**config.mk**
```make
export PLATFORM = sky130hd
export DESIGN_NAME = div_clk_scheduler
export DESIGN_NICKNAME = d
export VERILOG_FILES = /design/src/rtl/div_clk_scheduler.sv
export SDC_FILE = /design/constraint.sdc
export NUM_CORES = 1
export LEC_CHECK = 0
export ABC_AREA = 1
export CAP_MARGIN = 20
export CORE_MARGIN = 4
export CORE_UTILIZATION = 45
export DETAILED_ROUTE_END_ITERATION = 8
export HOLD_SLACK_MARGIN = 0.1
export PLACE_DENSITY = 0.69
export SYNTH_ARGS = -nofsm -noshare
export SYNTH_HDL_FRONTEND = slang
export SYNTH_SLANG_ARGS = --single-unit
```
**constraint.sdc**
```tcl
create_clock -name clk -period 11.45 [get_ports clk]
set_input_delay 2.29 -clock clk [delete_from_list [all_inputs] [get_ports clk]]
set_output_delay 2.29 -clock clk [all_outputs]
set_load 0.02 [all_outputs]
```
**src/rtl/div_clk_scheduler.sv**
```systemverilog
// Programmable clock-enable scheduler: divides clk by a runtime ratio with glitch-free reconfiguration.
// Optional feature: define TICK_COUNT_EN to add the saturating tick_count output.
module div_clk_scheduler #(
  parameter int unsigned WIDTH       = 16,
  parameter int unsigned DEFAULT_DIV = 64
) (
  input  logic             clk,
  input  logic             reset,
  input  logic             enable,
  input  logic             cfg_valid,
  output logic             cfg_ready,
  input  logic [WIDTH-1:0] cfg_div,
  output logic             cfg_err,
  output logic             tick,
  output logic             salida
`ifdef TICK_COUNT_EN
  ,
  output logic [15:0]      tick_count
`endif
);

  typedef enum logic [1:0] {
    IDLE,
    RUN,
    PEND
  } state_t;

  localparam logic [WIDTH-1:0] ONE      = WIDTH'(1);
  localparam logic [WIDTH-1:0] TWO      = WIDTH'(2);
  localparam logic [WIDTH-1:0] DIV_INIT = WIDTH'(DEFAULT_DIV);

  state_t           state_q, state_d;
  logic [WIDTH-1:0] ratio_q, ratio_d;
  logic [WIDTH-1:0] pendDiv_q, pendDiv_d;
  logic [WIDTH-1:0] cnt_q, cnt_d;
  logic             tick_q, tick_d;
  logic             salida_q, salida_d;
  logic             cfgReady_q, cfgReady_d;
  logic             cfgErr_q, cfgErr_d;
  logic             xfer;
  logic             divOk;
  logic             wrap;
  logic             running;

  // Outputs are precomputed from the next count and next ratio so that the
  // registered tick lands exactly in the cycle where cnt == N-1.
  always_comb begin
    state_d   = state_q;
    ratio_d   = ratio_q;
    pendDiv_d = pendDiv_q;
    cnt_d     = cnt_q;
    xfer      = cfg_valid && cfgReady_q;
    divOk     = (cfg_div >= TWO);
    wrap      = (cnt_q == (ratio_q - ONE));
    cfgErr_d  = xfer && !divOk;

    unique case (state_q)
      IDLE: begin
        cnt_d = '0;
        if (xfer && divOk) ratio_d = cfg_div;
        if (enable) state_d = RUN;
      end
      RUN: begin
        if (!enable) begin
          state_d = IDLE;
          cnt_d   = '0;
          if (xfer && divOk) ratio_d = cfg_div;
        end else begin
          cnt_d = wrap ? '0 : (cnt_q + ONE);
          if (xfer && divOk) begin
            if (wrap) begin
              ratio_d = cfg_div;
            end else begin
              pendDiv_d = cfg_div;
              state_d   = PEND;
            end
          end
        end
      end
      PEND: begin
        if (!enable) begin
          state_d = IDLE;
          cnt_d   = '0;
          ratio_d = pendDiv_q;
        end else if (wrap) begin
          state_d = RUN;
          cnt_d   = '0;
          ratio_d = pendDiv_q;
        end else begin
          cnt_d = cnt_q + ONE;
        end
      end
      default: begin
        state_d = IDLE;
        cnt_d   = '0;
      end
    endcase

    running    = (state_d != IDLE);
    tick_d     = running && (cnt_d == (ratio_d - ONE));
    salida_d   = running && (cnt_d >= (ratio_d >> 1));
    cfgReady_d = (state_d != PEND);
  end

  always_ff @(posedge clk) begin
    if (reset) begin
      state_q    <= IDLE;
      ratio_q    <= DIV_INIT;
      pendDiv_q  <= '0;
      cnt_q      <= '0;
      tick_q     <= 1'b0;
      salida_q   <= 1'b0;
      cfgReady_q <= 1'b1;
      cfgErr_q   <= 1'b0;
    end else begin
      state_q    <= state_d;
      ratio_q    <= ratio_d;
      pendDiv_q  <= pendDiv_d;
      cnt_q      <= cnt_d;
      tick_q     <= tick_d;
      salida_q   <= salida_d;
      cfgReady_q <= cfgReady_d;
      cfgErr_q   <= cfgErr_d;
    end
  end

  assign tick      = tick_q;
  assign salida    = salida_q;
  assign cfg_ready = cfgReady_q;
  assign cfg_err   = cfgErr_q;

`ifdef TICK_COUNT_EN
  logic [15:0] tickCount_q;

  // Counts completed periods; cleared whenever the scheduler is idle.
  always_ff @(posedge clk) begin
    if (reset || (state_d == IDLE)) begin
      tickCount_q <= '0;
    end else if (tick_q && (tickCount_q != 16'hFFFF)) begin
      tickCount_q <= tickCount_q + 16'd1;
    end
  end

  assign tick_count = tickCount_q;
`endif

endmodule
```
== After elaboration in Yosys (flattened, before gate mapping) ==
Cells that the tools add are included.

* Memories: 0
* Bits in latches: 0
* Register bits after elaboration: 54
* Memory bits (read-only): 0
* Bits in writable memories: 0
* Input port bits: 20

* Multiply operators: 0
* $add $sub $neg: 3
* Muxes and demuxes: 17
* Shifts and indexed selects: 0
* Equality and inequality tests: 5
* Bitwise gates (word level): 1
* Reduce and logical (&&, ||, !) cells: 10
* Div/mod/pow operators: 0
* Magnitude comparators: 2

{| class="wikitable"
|+ Operators with widths
! kind !! count
|-
| two-way mux 16 bit || 9
|-
| case mux 16 bit (3 select lines) || 1
|-
| == test 16 bit || 2
|-
| subtractor 16 x 1 -> 16 bit, second input constant || 2
|-
| adder 16 x 1 -> 16 bit, second input constant || 1
|-
| >= comparator 16 x 15 -> 1 bit || 1
|-
| >= comparator 16 x 2 -> 1 bit, second input constant || 1
|-
| two-way mux 2 bit || 6
|-
| case mux 2 bit (3 select lines) || 1
|-
| logical AND 1 bit || 5
|-
| AND reduction 4 bit || 1
|-
| == test 2 x 1 -> 1 bit, second input constant || 1
|-
| == test 2 bit, second input constant || 1
|-
| zero test 2 bit || 1
|-
| != test 2 bit, second input constant || 1
|-
| nonzero test 2 bit || 1
|-
| OR reduction 2 bit || 1
|-
| zero test 1 bit || 1
|-
| NOT 1 bit || 1
|}

== Depth between registers and ports, before layout ==
* Depth after elaboration: 9
* Gate-level depth with buffers: 35
* Mapped depth without buffers: 35

== Least setup slack after synthesis ==
Ideal clock, no wire load.

* Path type: input-to-reg
* From: input port cfg_div[4]
* To: register salida_q (netlist: salida)
* Stages: 28
* Buffers on the path: 1
* Setup time: 109 ps
* Setup slack: 6224 ps
* Arrival: 5117 ps
* Cell sequence: nor4_1 nand3_1 nand3_1 buf_2 nor2_1 o21ai_0 nand2_1 nand2_1 nand2_1 inv_1 ha_1 a21boi_0 o21a_1 o21a_1 o21a_1 o21a_1 o21ai_0 nand2_1 nand2_1 nand2_1 nand2_1 nand2_1 nand3_1 nand2_1 nand2_1 nand3_1 nand2_1 inv_1

* Longest elaborated chain between the ends: 7

{| class="wikitable"
|+ RTL lines
! element !! line !! RTL
|-
| start: declaration || 12 || <nowiki>input logic [WIDTH-1:0] cfg_div,</nowiki>
|-
| >= comparator 16 x 2 -> 1 bit || 53 || <nowiki>divOk = (cfg_div >= TWO);</nowiki>
|-
| logical AND 1 bit || 60, 67, 70 ||
|-
| two-way mux 16 bit, or another cell as far along || 60, 67 ||
|-
| two-way mux 16 bit or two-way mux 2 bit (tied branches) || 64 || <nowiki>if (!enable) begin</nowiki>
|-
| case mux 16 bit (3 select lines) or case mux 2 bit (3 select lines) (tied branches) || 57 || <nowiki>unique case (state_q)</nowiki>
|-
| >= comparator 16 x 15 -> 1 bit or nonzero test 2 bit (tied branches) || 101, 99 ||
|-
| logical AND 1 bit * || 101 || <nowiki>salida_d = running && (cnt_d >= (ratio_d >> 1));</nowiki>
|-
| end signal: assignment || 121 || <nowiki>salida_q <= salida_d;</nowiki>
|-
| end: declaration || 37 || <nowiki>logic salida_q, salida_d;</nowiki>
|}

Every way passes the cells marked *; elsewhere a longest branch is shown, timed or not.
A chain may end at the register's enable or synchronous reset.

== Final worst setup path ==
* From: input port cfg_div[11]
* To: register salida_q (netlist: salida)

The elaborated chain is that of the path after synthesis.

==> reports/metrics.yaml <==
status:
  run_status: "finished clean"
synthesis:
  synthFlopType: "dfxtp_1"
  synth_nets: 853
  ys_types: 36
  ys_top_cells_by_area: "dfxtp_1, nand2_1, inv_1, nor2_1, nand3_1"
  yosys.area.top_type_share: 0.225
  synth_edf_count: 0
  yosysWarnings: 0
  syn_avg_cell_area_sq_um: 5.92
  synth_top_area_cell: "dfxtp_1"
  syn_area_sq_um: 4800
  seq_area_frac_synth: 0.225
  synth_cells: 811
  synthArstFlopShare: 0
  ys_seq_elements: 54
clock_tree:
  cts_tree: "built"
  cts_resized: 0
  cts.clk_slew.worst_paths_ns: 0.12
  cts_setup_buffers: 0
  cts_buffers: 5
  root_buffer: "clkbuf_8"
  htreeDepth: 2
  clockBufferDepth: 2
  hold_buffers: 0
  cts.sinks: 54
  insertion_delay_ns: 0.32
place:
  pre_cts_ws_ns: 5.08
  place.gp.congestion: 0.920
  place_hpwl_mm: 10.8
  io_buffer_count: 23
  dp.cells: 952
die:
  initial_utilization: 0.463
  die_h_um: 111
  core_sq_um: 10400
  ios: 24
  dieWidth_um: 111
  dieArea_sq_um: 12400
  core.rowCount: 37
cells_and_area:
  nFillCells: 1095
  nets: 865
  fin_cells: 960
  areaGrowthSynthToFinish_pct: 9.05
  final_layout_size_suffix_gt1_frac: 0.0704
  antenna_cells: 0
timing:
  setup_viol_count_final: 0
  setup_tns_ns: 0
  skew_ns: 0.0182
  finalCriticalPeriod_ns: 6.07
  drv_slew: 0
  worst_slew_pin_slew_ns: 0.757
  timing_hold_violations_final: 0
  rsz0062_at_grt: "false"
  max_slew_margin: 0.495
  fin_crit_sh: 0.530
  layout_setup_ws_ns: 5.38
  fmax_mhz: 165
detailed_routing:
  wl_met3_um: 727
  drc: 0
  num_vias: 5006
  vias_per_cell: 5.21
  wl_mm: 13.5
  drt_iter0_markers: 437
  m1WireLength_mm: 6.35
  dr_wl_met2_mm: 6.15
  top_layer: "met4"
  dr.pass1.iters: 5
  wl_per_cell_um: 14.0
  ant_nets: 0
global_route:
  grt_pass1_vias: 4717
  grt_use_total: 0.220
  antenna_found_initial: 0
  grt_max_degree: 36
  grt-ovfl-total: 0
  grt_first_pass_wirelength_mm: 22.7
flow_run:
  timing.max_cap.violations: 0
critical_path:
  r2r-end: "salida"
  required_ns: 11.69
  rrSetupSlack_ns: 7.10
  arrival_ns: 6.31
  cp_max_fo: 15
  cpPeakStageDelay_ns: 0.44
  start_kind: "primary input"
  cpMaxStageDelayCell: "clkdlybuf4s50_1"
  rr_startpoint: "ratio_q[0]"
  cp-end-kind: "flip-flop"
  r2r_cells: 34
  worst_path_most_repeated_cell: "nand2_1"
  path_class: "primary input to flip-flop"
power:
  internal_power_uw: 316
  pwr-share-comb: 0.399
  clockPowerShare: 0.219
  p_leak_uw: 0.00260
  seqPwrFrac: 0.382
  switching_share: 0.423
  pwr_density_cell_nw_per_um2: 104
  vdd_ir_drop_max_mv: 0.0558
  p_sw_uw: 231
worst_hold_path:
  hold_depth: 2
  min-delay-start: "pendDiv_q[8]"
  holdPathEnd: "pendDiv_q[8]"
  hp-class: "flip-flop to flip-flop"
-- cells by family after synthesis --
group / Yosys count / share of synthesized area
compound gates: 85 / 0.0978
xor+xnor: 31 / 0.0566
fa+ha+maj: 22 / 0.0574
buf+inv: 143 / 0.115
flops: 54 / 0.225
simple gates: 476 / 0.448
-- layout make-up --
cell class / instances / area, sq um / share of cell area
sequential: 54 / 1080 / 0.207
clock buffer: 5 / 68.8 / 0.0131
clock inverter: 3 / 28.8 / 0.00550
inverter: 121 / 454 / 0.0868
timing repair buffer: 27 / 260 / 0.0497
tap: 136 / 170 / 0.0325
multi-input combinational: 614 / 3170 / 0.606
-- registers in the layout, summed over array words and instances (netlist names) --
register	cells
pendDiv_q	16
salida	1
cnt_q	16
tick	1
cfg_ready	1
ratio_q	16
cfg_err	1
state_q	2
-- cells in the mapped netlist, types with 4 or more instances --
cell	count
nand2_1	249
inv_1	116
nor2_1	98
nand3_1	61
dfxtp_1	54
o21ai_0	43
a21oi_1	22
ha_1	22
xor2_1	22
clkbuf_1	16
nand2_2	11
nor2_2	11
nand4_1	10
xnor2_1	9
nor3_1	8
nand3b_1	7
o211ai_1	7
nand2_4	6
inv_2	4
o21a_1	4
-- power groups by stage --
stage               clock network (uW)  registers, uW  logic, uW
detailed placement                   0            213        216
finish                             120            209        218
global placement                     0            213        212
CTS                                123            209        217
global route                       131            210        248
floorplan                            0            208        166
-- through the flow --
| stage | total power [uW] | hold WS [ns] | area [sq um] | util |
|---|---|---|---|---|
| after floorplan | 374 | 0.424 | 4800 | - |
| after global placement | 424 | 0.432 | 5140 | 0.495 |
| after detailed placement | 429 | 0.440 | 5140 | 0.495 |
| after CTS | 549 | 0.457 | 5230 | 0.505 |
| after global routing | 589 | 0.480 | 5230 | 0.505 |
| final | 546 | 0.454 | 5230 | 0.505 |
-- layout by cell type, fill, tap and decap left out, types with 2 or more instances in the layout --
cell type,instances
nand2_1,249
inv_1,116
nor2_1,98
nand3_1,61
dfxtp_1,54
o21ai_0,43
clkdlybuf4s50_1,23
xor2_1,22
a21oi_1,22
ha_1,22
nand2_2,11
nor2_2,11
nand4_1,10
xnor2_1,9
nor3_1,8
nand3b_1,7
o211ai_1,7
nand2_4,6
clkbuf_8,5
o21a_1,4
inv_2,4
buf_4,4
nor2_4,3
nor2_8,3
or2_2,3
o22ai_1,3
a21boi_0,2
nand3_4,2
nand3_2,2
clkinv_4,2
-- how the worst max path moves through the flow --
stage	startpoint	end	cells past startpoint
after floorplan	cfg_div[4]	salida	28
after global placement	cfg_div[8]	salida	29
after detailed placement	cfg_div[4]	salida	27
after CTS	cfg_div[4]	salida	27
after global routing	cfg_div[10]	salida	29
final	cfg_div[11]	salida	29
-- critical path: cells and delay by family --
| family | cells | cell delay, ns |
|---|---|---|
| adders and majority gates | 1 | 0.28 |
| buffers and inverters | 4 | 0.66 |
| and+or+nand+nor | 17 | 1.97 |
| AOI/OAI and AO/OA | 7 | 1.08 |
-- routing by layer --
layer,up-vias,global-route usage
li1,2552,-
met1,2302,0.304
met2,133,0.366
met3,19,0.0213
met4,0,0.0600
met5,-,0
Note: power is estimated with default switching activity, not from simulation.
